## src/rtl/pe_requant_stage_if.sv

```systemverilog
// Result stream from pe_requant_stage toward the activation writeback path.
interface pe_requant_stage_if #(
   parameter int unsigned OUT_W = 8
) ();
   logic             valid;
   logic [OUT_W-1:0] data;
   logic             ready;

   modport master (output valid, output data, input ready);
   modport slave  (input valid, input data, output ready);
endinterface

```

## src/rtl/pe_requant_stage.sv

```systemverilog
// Window-delta extraction, rounding requantization and output FIFO after the pe accumulator.
// Optional saturation counter enabled by defining PE_REQUANT_STATS_EN.
module pe_requant_stage #(
   parameter int unsigned ACC_W   = 32,
   parameter int unsigned OUT_W   = 8,
   parameter int unsigned SHIFT_W = 5,
   parameter int unsigned DEPTH   = 4
) (
   input  logic               clk,
   input  logic               reset,
   input  logic               i_clear,
   input  logic               i_acc_valid,
   input  logic [ACC_W-1:0]   i_acc,
   input  logic               i_acc_last,
   input  logic [SHIFT_W-1:0] i_shift,
   input  logic               i_relu_en,
   output logic               o_acc_ready,
   pe_requant_stage_if.master res,
   output logic [15:0]        o_sat_cnt
);
   localparam int unsigned RW    = ACC_W + 1;
   localparam int unsigned PTR_W = $clog2(DEPTH);
   localparam int unsigned CNT_W = PTR_W + 1;
   localparam int unsigned USE_W = CNT_W + 1;
   localparam logic signed [RW-1:0] MAX_V = RW'((1 << (OUT_W - 1)) - 1);
   localparam logic signed [RW-1:0] MIN_V = ~MAX_V;

   logic [ACC_W-1:0]        base;
   logic                    s1_v;
   logic [ACC_W-1:0]        s1_delta;
   logic [SHIFT_W-1:0]      s1_shift;
   logic                    s1_relu;
   logic                    s2_v;
   logic signed [RW-1:0]    s2_r;
   logic                    s2_relu;
   logic signed [RW-1:0]    d_ext;
   logic signed [RW-1:0]    rnd;
   logic signed [RW-1:0]    r_c;
   logic [OUT_W-1:0]        y_c;
   logic [OUT_W-1:0]        mem [DEPTH];
   logic [PTR_W-1:0]        wr_ptr;
   logic [PTR_W-1:0]        rd_ptr;
   logic [CNT_W-1:0]        count;
   logic [USE_W-1:0]        in_use;
   logic                    accept;
   logic                    push;
   logic                    pop;

   // Credit covers every result already committed to S1, S2 or the FIFO.
   assign in_use      = USE_W'(count) + USE_W'(s1_v) + USE_W'(s2_v);
   assign o_acc_ready = (in_use < USE_W'(DEPTH));
   assign accept      = i_acc_valid & i_acc_last & o_acc_ready;

   always_ff @(posedge clk) begin
      if (reset) begin
         base     <= '0;
         s1_v     <= 1'b0;
         s1_delta <= '0;
         s1_shift <= '0;
         s1_relu  <= 1'b0;
      end else begin
         s1_v <= accept;
         if (accept) begin
            s1_delta <= i_acc - base;
            s1_shift <= i_shift;
            s1_relu  <= i_relu_en;
         end
         if (accept || i_clear) base <= i_acc;
      end
   end

   // Round half up: add 2^(shift-1) in one extra bit of headroom, then arithmetic shift.
   always_comb begin
      d_ext = {s1_delta[ACC_W-1], s1_delta};
      rnd   = '0;
      if (s1_shift != '0) rnd = RW'(1) << (s1_shift - SHIFT_W'(1));
      r_c   = (d_ext + rnd) >>> s1_shift;
   end

   always_ff @(posedge clk) begin
      if (reset) begin
         s2_v    <= 1'b0;
         s2_r    <= '0;
         s2_relu <= 1'b0;
      end else begin
         s2_v <= s1_v;
         if (s1_v) begin
            s2_r    <= r_c;
            s2_relu <= s1_relu;
         end
      end
   end

   always_comb begin
      y_c = s2_r[OUT_W-1:0];
      if (s2_relu && s2_r[RW-1]) y_c = '0;
      else if (s2_r > MAX_V)     y_c = MAX_V[OUT_W-1:0];
      else if (s2_r < MIN_V)     y_c = MIN_V[OUT_W-1:0];
   end

   assign push = s2_v;
   assign pop  = res.valid & res.ready;

   // Credit guarantees the FIFO never sees a push while full.
   always_ff @(posedge clk) begin
      if (reset) begin
         wr_ptr <= '0;
         rd_ptr <= '0;
         count  <= '0;
         for (int i = 0; i < int'(DEPTH); i++) mem[i] <= '0;
      end else begin
         if (push) begin
            mem[wr_ptr] <= y_c;
            wr_ptr      <= wr_ptr + PTR_W'(1);
         end
         if (pop) rd_ptr <= rd_ptr + PTR_W'(1);
         case ({push, pop})
            2'b10:   count <= count + CNT_W'(1);
            2'b01:   count <= count - CNT_W'(1);
            default: count <= count;
         endcase
      end
   end

   assign res.valid = (count != '0);
   assign res.data  = mem[rd_ptr];

`ifdef PE_REQUANT_STATS_EN
   logic sat_c;

   // ReLU clamps of negative results are not saturation events.
   assign sat_c = !(s2_relu && s2_r[RW-1]) && ((s2_r > MAX_V) || (s2_r < MIN_V));

   always_ff @(posedge clk) begin
      if (reset) o_sat_cnt <= '0;
      else if (push && sat_c && (o_sat_cnt != 16'hFFFF)) o_sat_cnt <= o_sat_cnt + 16'd1;
   end
`else
   assign o_sat_cnt = '0;
`endif

endmodule

```

## src/flat_wrapper.sv

```systemverilog
// flat-port wrapper written by rule: the top's interface ports become plain ports
module pe_requant_stage_flat 
#(
   parameter int unsigned ACC_W   = 32,
   parameter int unsigned OUT_W   = 8,
   parameter int unsigned SHIFT_W = 5,
   parameter int unsigned DEPTH   = 4
)
  (clk, reset, i_clear, i_acc_valid, i_acc, i_acc_last, i_shift, i_relu_en, o_acc_ready, o_sat_cnt, res_valid, res_data, res_ready);
  pe_requant_stage_if #(.OUT_W(OUT_W)) res_i ();
  input  logic clk;
  input  logic reset;
  input  logic i_clear;
  input  logic i_acc_valid;
  input  logic [ACC_W-1:0] i_acc;
  input  logic i_acc_last;
  input  logic [SHIFT_W-1:0] i_shift;
  input  logic i_relu_en;
  output logic o_acc_ready;
  output logic [15:0] o_sat_cnt;
  output wire logic [$bits(res_i.valid)-1:0] res_valid;
  output wire logic [$bits(res_i.data)-1:0] res_data;
  input wire logic [$bits(res_i.ready)-1:0] res_ready;
  assign res_valid = res_i.valid;
  assign res_data = res_i.data;
  assign res_i.ready = res_ready;
  pe_requant_stage #(.ACC_W(ACC_W), .OUT_W(OUT_W), .SHIFT_W(SHIFT_W), .DEPTH(DEPTH)) u_core (.clk(clk), .reset(reset), .i_clear(i_clear), .i_acc_valid(i_acc_valid), .i_acc(i_acc), .i_acc_last(i_acc_last), .i_shift(i_shift), .i_relu_en(i_relu_en), .o_acc_ready(o_acc_ready), .res(res_i), .o_sat_cnt(o_sat_cnt));
endmodule
```

## config.mk

```make
export PLATFORM = sky130hd
export DESIGN_NAME = pe_requant_stage_flat
export DESIGN_NICKNAME = d
export VERILOG_FILES = /design/src/rtl/pe_requant_stage_if.sv /design/src/rtl/pe_requant_stage.sv /design/src/flat_wrapper.sv
export SDC_FILE = /design/constraint.sdc
export NUM_CORES = 1
export LEC_CHECK = 0
export CAP_MARGIN = 40
export CELL_PAD_IN_SITES_DETAIL_PLACEMENT = 1
export CELL_PAD_IN_SITES_GLOBAL_PLACEMENT = 2
export CORE_ASPECT_RATIO = 1.75
export CORE_MARGIN = 5
export CORE_UTILIZATION = 36
export DETAILED_ROUTE_END_ITERATION = 10
export PLACE_DENSITY = 0.9
export SLEW_MARGIN = 40
export SYNTH_ARGS = -nofsm -noshare
export SYNTH_HDL_FRONTEND = slang
export SYNTH_SLANG_ARGS = --single-unit
```

## constraint.sdc

```tcl
create_clock -name clk -period 5.4 [get_ports clk]
set_clock_uncertainty 0.05 [all_clocks]
set_input_delay 1.35 -clock clk [delete_from_list [all_inputs] [get_ports clk]]
set_output_delay 1.35 -clock clk [all_outputs]
set_load 0.02 [all_outputs]
```

* Word-level counts from Yosys, hierarchy flattened *
Memory sizes are Yosys's and may differ from the RTL's. A register that Yosys moved wholly into a read port is not among the register bits.
Index checks and enable logic that the tools add are counted.

cells by class
  $add $sub $neg = 9
  reduce and logical (&&, ||, !) cells = 6
  bitwise gates (word level) = 3
  eq/ne operators = 2
  shifts and indexed selects = 2
  order comparisons = 3
  muxes and demuxes = 15

operators with widths
  operator                number
  $add A32 B33 Y33        1
  $gt A33 B8 Y1 const B   1
  $lt A33 B8 Y1 const B   1
  $mux W33                1
  $shl A1 B5 Y33 const A  1
  $sshr A33 B5 Y33        1
  $mux W8                 4
  $sub A32 B32 Y32        1
  $reduce_or A8 Y1        1
  $mux W1                 6
  $mux W2                 3
  $pmux W3 S2             1
  $reduce_bool A5 Y1      1
  $sub A5 B1 Y5 const B   1
  $add A2 B1 Y2 const B   2
  $add A3 B1 Y4           1
  $add A4 B1 Y4           1
  $lt A4 B3 Y1 const B    1
  $add A3 B1 Y3 const B   1
  $and A1 B1 Y1           3
  $reduce_bool A3 Y1      1
  $sub A3 B1 Y3 const B   1
  $eq A2 B1 Y1 const B    1
  $eq A2 B2 Y1 const B    1
  other kinds (3)         3

storage, ports and cells
  memories kept = 1
  output and inout port bits = 26
  register bits after elaboration = 113
  memory bits (writable) = 32

memories
  name        depth  width  read ports  clocked after Yosys merged registers in  write ports  RTL line                text
  u_core.mem  4      8      1           1                                        4            pe_requant_stage.sv:40  logic [OUT_W-1:0] mem [DEPTH];

* Logic depth before layout (Yosys ltp) *
Gate-level depths: netlist of the first run.

  word-level depth = 5
  gate-level depth with buffers = 19
  depth with buffers taken out = 15

* Least setup slack after synthesis of the first run *
OpenSTA, ideal clock, no wires.

  path kind = register to register
  start = register u_core.s1_shift[1]
  end = register u_core.s2_r[8]
  setup time = 0.091 ns
  period minus slack after synthesis = 4.495 ns
  cell stages (with the launch flop) = 19
  data required time = 5.259 ns
  arrival = 4.354 ns
  buffers on the path = 4
  path slack = 0.905 ns
  cell sequence = dfxtp_1 -> inv_1 -> clkbuf_1 -> clkbuf_1 -> nand2_1 -> clkbuf_1 -> nor2_1 -> ha_1 -> buf_4 -> nand2_1 -> or4_1 -> a211o_4 -> a31oi_4 -> mux2_1 -> nor4_1 -> a21o_1 -> nand3_1 -> a21o_1 -> a311oi_1

between the ends
  cells in the longest elaborated chain, start to end = 5
  elaborated cells on any way between the ends = 6

ends and longest elaborated chain
  element                   RTL line                text
  start: declaration        pe_requant_stage.sv:31  logic [SHIFT_W-1:0] s1_shift;
  start signal: assignment  pe_requant_stage.sv:65  s1_shift <= i_shift;
  $sub A5 B1 Y5             pe_requant_stage.sv:76  if (s1_shift != '0) rnd = RW'(1) << (s1_shift - SHIFT_W'(1));
  $shl A1 B5 Y33            pe_requant_stage.sv:76
  $mux W33                  pe_requant_stage.sv:76
  $add A32 B33 Y33          pe_requant_stage.sv:77  r_c = (d_ext + rnd) >>> s1_shift;
  $sshr A33 B5 Y33 *        pe_requant_stage.sv:77
  end signal: assignment    pe_requant_stage.sv:88  s2_r <= r_c;
  end: declaration          pe_requant_stage.sv:34  logic signed [RW-1:0] s2_r;

Mark *: on every way between the ends. The rest lies on a longest branch, timed or not.
A chain may end at the register's enable or synchronous reset.

* Final worst setup path of the first run *
  start = register u_core.s1_shift[4]
  end = register u_core.s2_r[7]

Same word-level chain as after synthesis.

==> results.txt, run 1 <==
The flow ran to the end, and the final reports show no timing, DRC or antenna violations. The site row count was 89; the total negative slack for setup checks was 0 ps. The cell area after layout is 14000 µm², and the slew at the pin with the worst max-slew slack is 818 ps. The first global-routing pass estimated 74100 µm of wire. From synthesis to final layout, the design area changed by 14.3%. The number of buffers and inverters on the critical path was 3; the proportion of register bits with asynchronous set or reset after synthesis was 0. The run gives 401 ps as the post-route worst hold slack.

The repair_antennas step left the layout with diodes totalling 0. The die covers 37900 µm². After synthesis, the cell types taking the most area are sky130_fd_sc_hd__dfxtp_1, sky130_fd_sc_hd__edfxtp_1, sky130_fd_sc_hd__nand2_1.

The min-delay analysis places its worst path in the category flip-flop to flip-flop. For the via count of the first global-routing pass, the log shows 13300. The run gives 0 as the overall overflow remaining after global route.

In this run the remaining antenna-violating nets after routing total 0. Data on the critical path is required at its endpoint by 5650 ps. Power spread over the standard cell area amounts to 250 nW/µm².

Broken down by cell family, the worst path's largest delay share belongs to compound AO/OA/AOI/OAI gates. The endpoint identified for the worst register-to-register timing path is u_core.s2_r[7]. The congestion estimate from routability-driven global placement came to 1.04. The detailed-route wire length was 47700 µm. The biggest fanout along the worst timing path was 14; the top cell type's share of synthesized area was 0.188. For the number of antenna violations at the first check in global routing, the log shows 0. The tools report the kind of start point of the critical path as a flip-flop.

The count of buffers added on input and output ports is 53. Total routing resource utilization after global routing: 0.250. The setup check on the worst reg-to-reg path leaves a slack of 260 ps.

The number of hold violations in the final report is 0. Power comes to 3.50 mW. The tools report the count of maximum capacitance violations as 0. Critical-path cell with the highest stage delay: sky130_fd_sc_hd__dfxtp_1.

Capturing element type of the critical path: a flip-flop. Timing analysis after detailed placement gives a worst setup slack of 319 ps. The path with the worst hold slack has its endpoint at u_core.base[10]. The maximum VDD drop is 240 µV. sky130_fd_sc_hd__dfxtp_1 takes more of the synthesized area than any other cell. The final critical delay including setup and external delays is 5140 ps. At the later pin of the worst-skew pair, clock insertion delay measures 440 ps. In the synthesized netlist, the cells that appear most often are sky130_fd_sc_hd__nand2_1, sky130_fd_sc_hd__nor2_1, sky130_fd_sc_hd__a21oi_1.

Entering global routing, the biggest net connects 72 pins. The logs give 0 for the total of warnings raised by yosys and 0 for the count of endpoints failing setup in the final report. Data arrives at the worst endpoint at 5380 ps. Post-CTS timing repair inserted 0 buffers for setup. CTS placed an instance of sky130_fd_sc_hd__clkbuf_16 at the clock tree root. The mapped netlist covers 12200 µm². Traced cell by cell, the critical path runs through buf_4 > nand3_1 > nor2_1 > ha_1 > buf_4 > a211oi_1 > o21bai_1 > o211ai_1 > a21oi_1 > a2111oi_4 > xnor2_1 > buf_4 > a21oi_1 > nand2b_1 > a31oi_1 > o41a_1. During I/O placement, the number of pins put on the boundary was 70. The number of vias per cell was 6.00. Each instance of the synthesized netlist takes up on average 7.52 µm².

The tightest slew margin relative to the limit is 0.452. The worst hold path was traced through 2 stages. The placed instances occupy a cell area of 13400 µm².

The count of flip-flops with a built-in enable after synthesis was 32. Cell with the most instances after synthesis: sky130_fd_sc_hd__nand2_1. The number of H-tree levels came out at 4. The most critical setup path has its startpoint at u_core.s1_shift[4].

The worst stage delay on the critical path is 660 ps, and the clock buffer count from CTS is 17. The startpoint identified for the worst hold timing path is u_core.base[10]. The number of cells on the worst reg-to-reg path is 16. The tools report the unique cell type count in the Yosys netlist as 89. After the first detailed-routing iteration, the DRC count stood at 738. CTS saw 147 sinks. Among all flip-flop cells after synthesis, the most frequent one is sky130_fd_sc_hd__dfxtp_1. The die span in y was 254 µm; the total number of vias was 12800. The run gives 33600 µm² as the core footprint.

After synthesis the netlist holds a flip-flop and latch count of 147. At the end of the flow, the number of nets in the layout was 1772. The detailed-route wire length per cell works out to 22.4 µm. TritonCTS built the clock tree.

The filler-free cell count of the finished design came out at 2128. The utilization after layout was 0.416. The HPWL after detailed placement is 38100 µm. Setup repair after global routing left no endpoint under its margin. The share of cells above drive strength 1 was 0.0849; the max-slew violation count was 0. The tools report the reported leakage power as 5.40 nW. Synthesis produced 1624 cells. In the routed design, unresolved DRC markers number 0.

The deepest clock path buffer count came out at 2. The fraction of the yosys area taken by sequential cells is 0.267. Timing would allow up to 195 MHz. The effective utilization at floorplan is 0.363, and the clock-pin slew of the registers on the worst-case setup and hold paths is 70 ps. Class of the most critical setup path: flip-flop to flip-flop. The post-route worst setup slack is 264 ps, and the chip width is 149 µm. Cell occurring most often along the worst timing path: sky130_fd_sc_hd__buf_4. Startpoint of the worst register-to-register path: u_core.s1_shift[4].

The share of the clock period used by the worst path is 0.951, and the iteration count of the initial detailed-routing pass is 5. Counting tap cells, the placed design contains a total of 2096 instances.
[cells in the final DEF, fill, tap and decap left out, drive strengths merged, types with 30 or more instances in the layout]
cell type / instances
nor3: 42
nor2: 178
a211oi: 34
clkdlybuf4s50: 52
edfxtp: 32
ha: 65
buf: 64
o21ai: 74
nand3: 43
dfxtp: 115
nand2: 243
a21oi: 148
inv: 77
a21o: 30
[worst min-delay path, cell delays in order (launching register included)]
cell	delay (ps)
sky130_fd_sc_hd__dfxtp_1	310
sky130_fd_sc_hd__nand2_1	50
sky130_fd_sc_hd__a21oi_1	50
[sequential cells by signal, summed over array words and instances (netlist names), 2 cells and up, named ones only]
register         count
u_core.rd_ptr        2
u_core.s1_shift      5
u_core.wr_ptr        2
u_core.base         32
u_core.s2_r         33
u_core.s1_delta     32
u_core.mem          32
u_core.count         3
[logic make-up after synthesis]
logic type	count (synthesis)	synth area share
other	1	0.000307
and+or+nand+nor	634	0.234
AOI/OAI and AO/OA	491	0.275
muxes	47	0.0535
adders and majority gates	68	0.0715
xor gates and xnor gates	48	0.0344
buffers and inverters	188	0.0639
DFF	147	0.267
[how the worst max path moves through the flow]
| stage | to | slack, ps | depth (start not counted) |
|---|---|---|---|
| final | u_core.s2_r[7] | 260 | 16 |
| after global routing | u_core.s2_r[9] | 40 | 17 |
| after CTS | u_core.s2_r[6] | 410 | 15 |
| after detailed placement | u_core.s1_delta[30] | 320 | 14 |
| after global placement | u_core.s1_delta[30] | 420 | 14 |
| after floorplan | u_core.s2_r[8] | 910 | 18 |
[power by group]
part           internal (mW)  switching, mW  total, mW
registers               1.19         0.0641       1.25
clock network          0.722          0.520       1.24
logic                  0.381          0.623       1.00
[what timing repair did]
item / CTS / global route
endpoints found under the setup margin: 0 / 1
gates resized for setup: 0 / 1
hold buffers: 0 / 0
[cell type report]
type                    instances  area [µm²]
clock inverters                14         168
multi-input cells            1305        8250
inverters                      73         274
clock buffers                  18         450
well taps                     455         569
fillers                      4148       19700
repair buffers                116        1000
flip-flops and latches        147        3260
[layer usage]
metal  vias to the layer above  track usage  wire length (µm)
met4                         0        0.210              4640
li1                       5980            -                 -
met5                         -            0                 0
met2                       395        0.474             25600
met3                       206       0.0328              1620
met1                      6192        0.232             15900
Note: power is estimated with default switching activity, not from simulation.
==> inputs of run 2 (changes only) <==
--- a/config.mk
+++ b/config.mk
@@ -8,7 +8,7 @@
 export CAP_MARGIN = 40
 export CELL_PAD_IN_SITES_DETAIL_PLACEMENT = 1
 export CELL_PAD_IN_SITES_GLOBAL_PLACEMENT = 2
-export CORE_ASPECT_RATIO = 1.75
+export CORE_ASPECT_RATIO = 1.4
 export CORE_MARGIN = 5
 export CORE_UTILIZATION = 36
 export DETAILED_ROUTE_END_ITERATION = 10
==> results.txt, run 2 (synthesized netlist as in run 1, its figures left out) <==
The share of cells above drive strength 1 was 0.0995. The number of antenna diodes in the final layout is 0. Class of the worst hold path: flip-flop to flip-flop. The core footprint is 33400 µm². STA classifies the critical path endpoint as a flip-flop. The critical hold path startpoint is u_core.base[8]. The detailed router placed 12800 vias in this run. The die span in y is 228 µm. In the layout the commonest cells are sky130_fd_sc_hd__nand2_1, sky130_fd_sc_hd__nor2_1, sky130_fd_sc_hd__a21oi_1.

The DRC marker count from the first detailed-route iteration was 793; the effective utilization at floorplan was 0.366. The layout net count came out at 1797. The largest register by flop count is u_core.s2_r. The number of stages on the worst hold path is 2. The placed instances occupy a cell area of 13600 µm². The HPWL reported at the end of detailed placement came out at 38200 µm.

The endpoint identified for the worst register-to-register timing path is u_core.s2_r[13]. The clock root buffer is sky130_fd_sc_hd__clkbuf_16. The via count of the first global-routing pass was 13400.

The number of cells upsized or downsized after cts came out at 0. The number of antenna violations at the first check in global routing is 0, and the number of vias per cell is 5.97. From left edge to right edge, the die measures 166 µm. The share of the clock period used by the worst path is 0.932. The run gives 5290 ps as the endpoint arrival time on the critical path. In this run the core area contains 79 standard-cell rows. The cell count of the worst reg-to-reg path came out at 15.

The tools report the number of placed I/O pins as 70. The cell area after layout is 14200 µm², and the filler-free cell count of the finished design is 2143. The clock-pin slew of the registers on the worst-case setup and hold paths was 70 ps; the number of flip-flops in the largest register was 33. The deepest clock path buffer count came out at 2. Buffers inserted to repair hold after CTS numbered 0.

The uppermost signal routing layer after detailed routing was met4. At the worst endpoint, the required time is 5660 ps. In this run the remaining antenna-violating nets after routing total 0. The global-route wire length before repair is 75600 µm. Setup repair after global routing left no endpoint under its margin. The library cell used most frequently in the layout, excluding fill and tap cells, is sky130_fd_sc_hd__nand2_1.

The number of buffers added on ports is 53, and the maximum VDD drop is 169 µV. The number of hold violations in the final report was 0; the biggest fanout along the worst timing path was 18. In this run the static leakage power is 5.53 nW.

The number of H-tree levels was 4; the detailed-route wire length was 48400 µm. The tightest slew margin relative to the limit is 0.521. The kind of start point of the critical path is a flip-flop. The worst setup path is of the flip-flop to flip-flop kind. The detailed-route wire length per cell came out at 22.6 µm. Static timing analysis puts the maximum clock frequency at 199 MHz. Setup violations remaining at the end of the flow were counted as 0. Endpoint with the worst hold slack: u_core.base[8].

The maximum number of pins on one net before global-route repair is 53. The startpoint of the worst register-to-register path was u_core.s1_shift[3]. In this run the register-to-register setup slack is 370 ps.

The number of fill cells came out at 4160. At the pin with the least slew margin, the transition time is 700 ps. For the final routed database, the setup TNS stands at 0 ps. Wire segments on met3 add up to 1490 µm in the final route. The power per cell area is 247 nW/µm², and the iteration count of the initial detailed-routing pass is 5. The clock drives 147 sinks. The overall overflow remaining after global route was 0; the count of maximum capacitance violations was 0. The run finished with clean final reports. At the end of routability-driven placement, the weighted congestion stood at 0.981. Final hold analysis gives a worst-case slack of 402 ps. The total routing resource utilization after global routing was 0.248; the clock latency of the later-clocked register in the worst-skew pair was 450 ps. The number of setup buffers added after CTS is 0.

After detailed routing, the number of remaining DRC violations is 0. Met2 wire length: 25300 µm. TritonCTS built the clock tree. For the die outline area, the log shows 37800 µm². The area overhead of the layout relative to synthesis came out at 15.9%. In this run, placement finished with an instance count of 2111. For this block, wires on met1 add up to 19000 µm. The final critical delay including setup and external delays was 5030 ps. The max-slew violation count was 0. The clock buffer count from CTS is 17.
==> run 2: cell count changes in the layout (fill, tap and decap cells not counted), sizes merged <==
cell      change
buf          +25
bufinv        -1
clkbuf        -1
clkinv        +1
clkinvlp      -1
inv           +2
==> run 2: worst max-delay path by stage <==
stage / startpoint / to / slack, ps / cells after the start
2_1_floorplan: u_core.s1_shift[1] / u_core.s2_r[8] / 910 / 18
3_3_place_gp: u_core.s1_shift[0] / u_core.s2_r[13] / 520 / 15
3_5_place_dp: u_core.s1_shift[3] / u_core.s2_r[14] / 440 / 16
4_1_cts: u_core.s1_shift[3] / u_core.s2_r[13] / 430 / 15
5_1_grt: u_core.s1_shift[3] / u_core.s2_r[21] / 170 / 15
6_report: u_core.s1_shift[3] / u_core.s2_r[13] / 370 / 15
==> run 2: final cells by class <==
type | instances | area (µm²) | area share
Clock buffer | 17 | 425 | 0.0300
Inverter | 73 | 274 | 0.0194
Clock inverter | 15 | 165 | 0.0117
Sequential cell | 147 | 3260 | 0.230
Multi-Input combinational cell | 1305 | 8250 | 0.583
Timing Repair Buffer | 141 | 1230 | 0.0866
Tap cell | 445 | 557 | 0.0393
==> run 2: per-stage QoR <==
stage | setup WS (ps) | util | power, mW
final | 370 | 0.424 | 3.49
after global routing | 167 | 0.424 | 3.65
after floorplan | 905 | - | 1.90
after global placement | 522 | 0.405 | 2.26
after detailed placement | 445 | 0.406 | 2.28
after CTS | 428 | 0.424 | 3.50
==> run 2: report_power, final <==
part	switching [mW]	internal, mW	total, mW
sequential	0.0619	1.19	1.25
clock	0.567	0.656	1.22
combinational	0.628	0.392	1.02
total	1.26	2.24	3.49
==> run 2: metal layers <==
layer / vias to the layer above / global-route usage
li1: 6033 / -
met1: 6312 / 0.278
met2: 321 / 0.460
met3: 130 / 0.0285
met4: 0 / 0.123
met5: - / 0
==> run 2: critical path, stage by stage (launching register included) <==
cell and delay (ps):
sky130_fd_sc_hd__dfxtp_1 750, sky130_fd_sc_hd__nor2_1 150, sky130_fd_sc_hd__nand2_1 260, sky130_fd_sc_hd__nor2_1 80, sky130_fd_sc_hd__ha_1 450, sky130_fd_sc_hd__o211ai_1 200
sky130_fd_sc_hd__a2111oi_2 510, sky130_fd_sc_hd__nand3_1 370, sky130_fd_sc_hd__buf_4 260, sky130_fd_sc_hd__a31o_1 220, sky130_fd_sc_hd__a31oi_1 280, sky130_fd_sc_hd__a211o_1 210
sky130_fd_sc_hd__o221ai_1 280, sky130_fd_sc_hd__buf_4 240, sky130_fd_sc_hd__o31ai_1 500, sky130_fd_sc_hd__a21oi_1 80
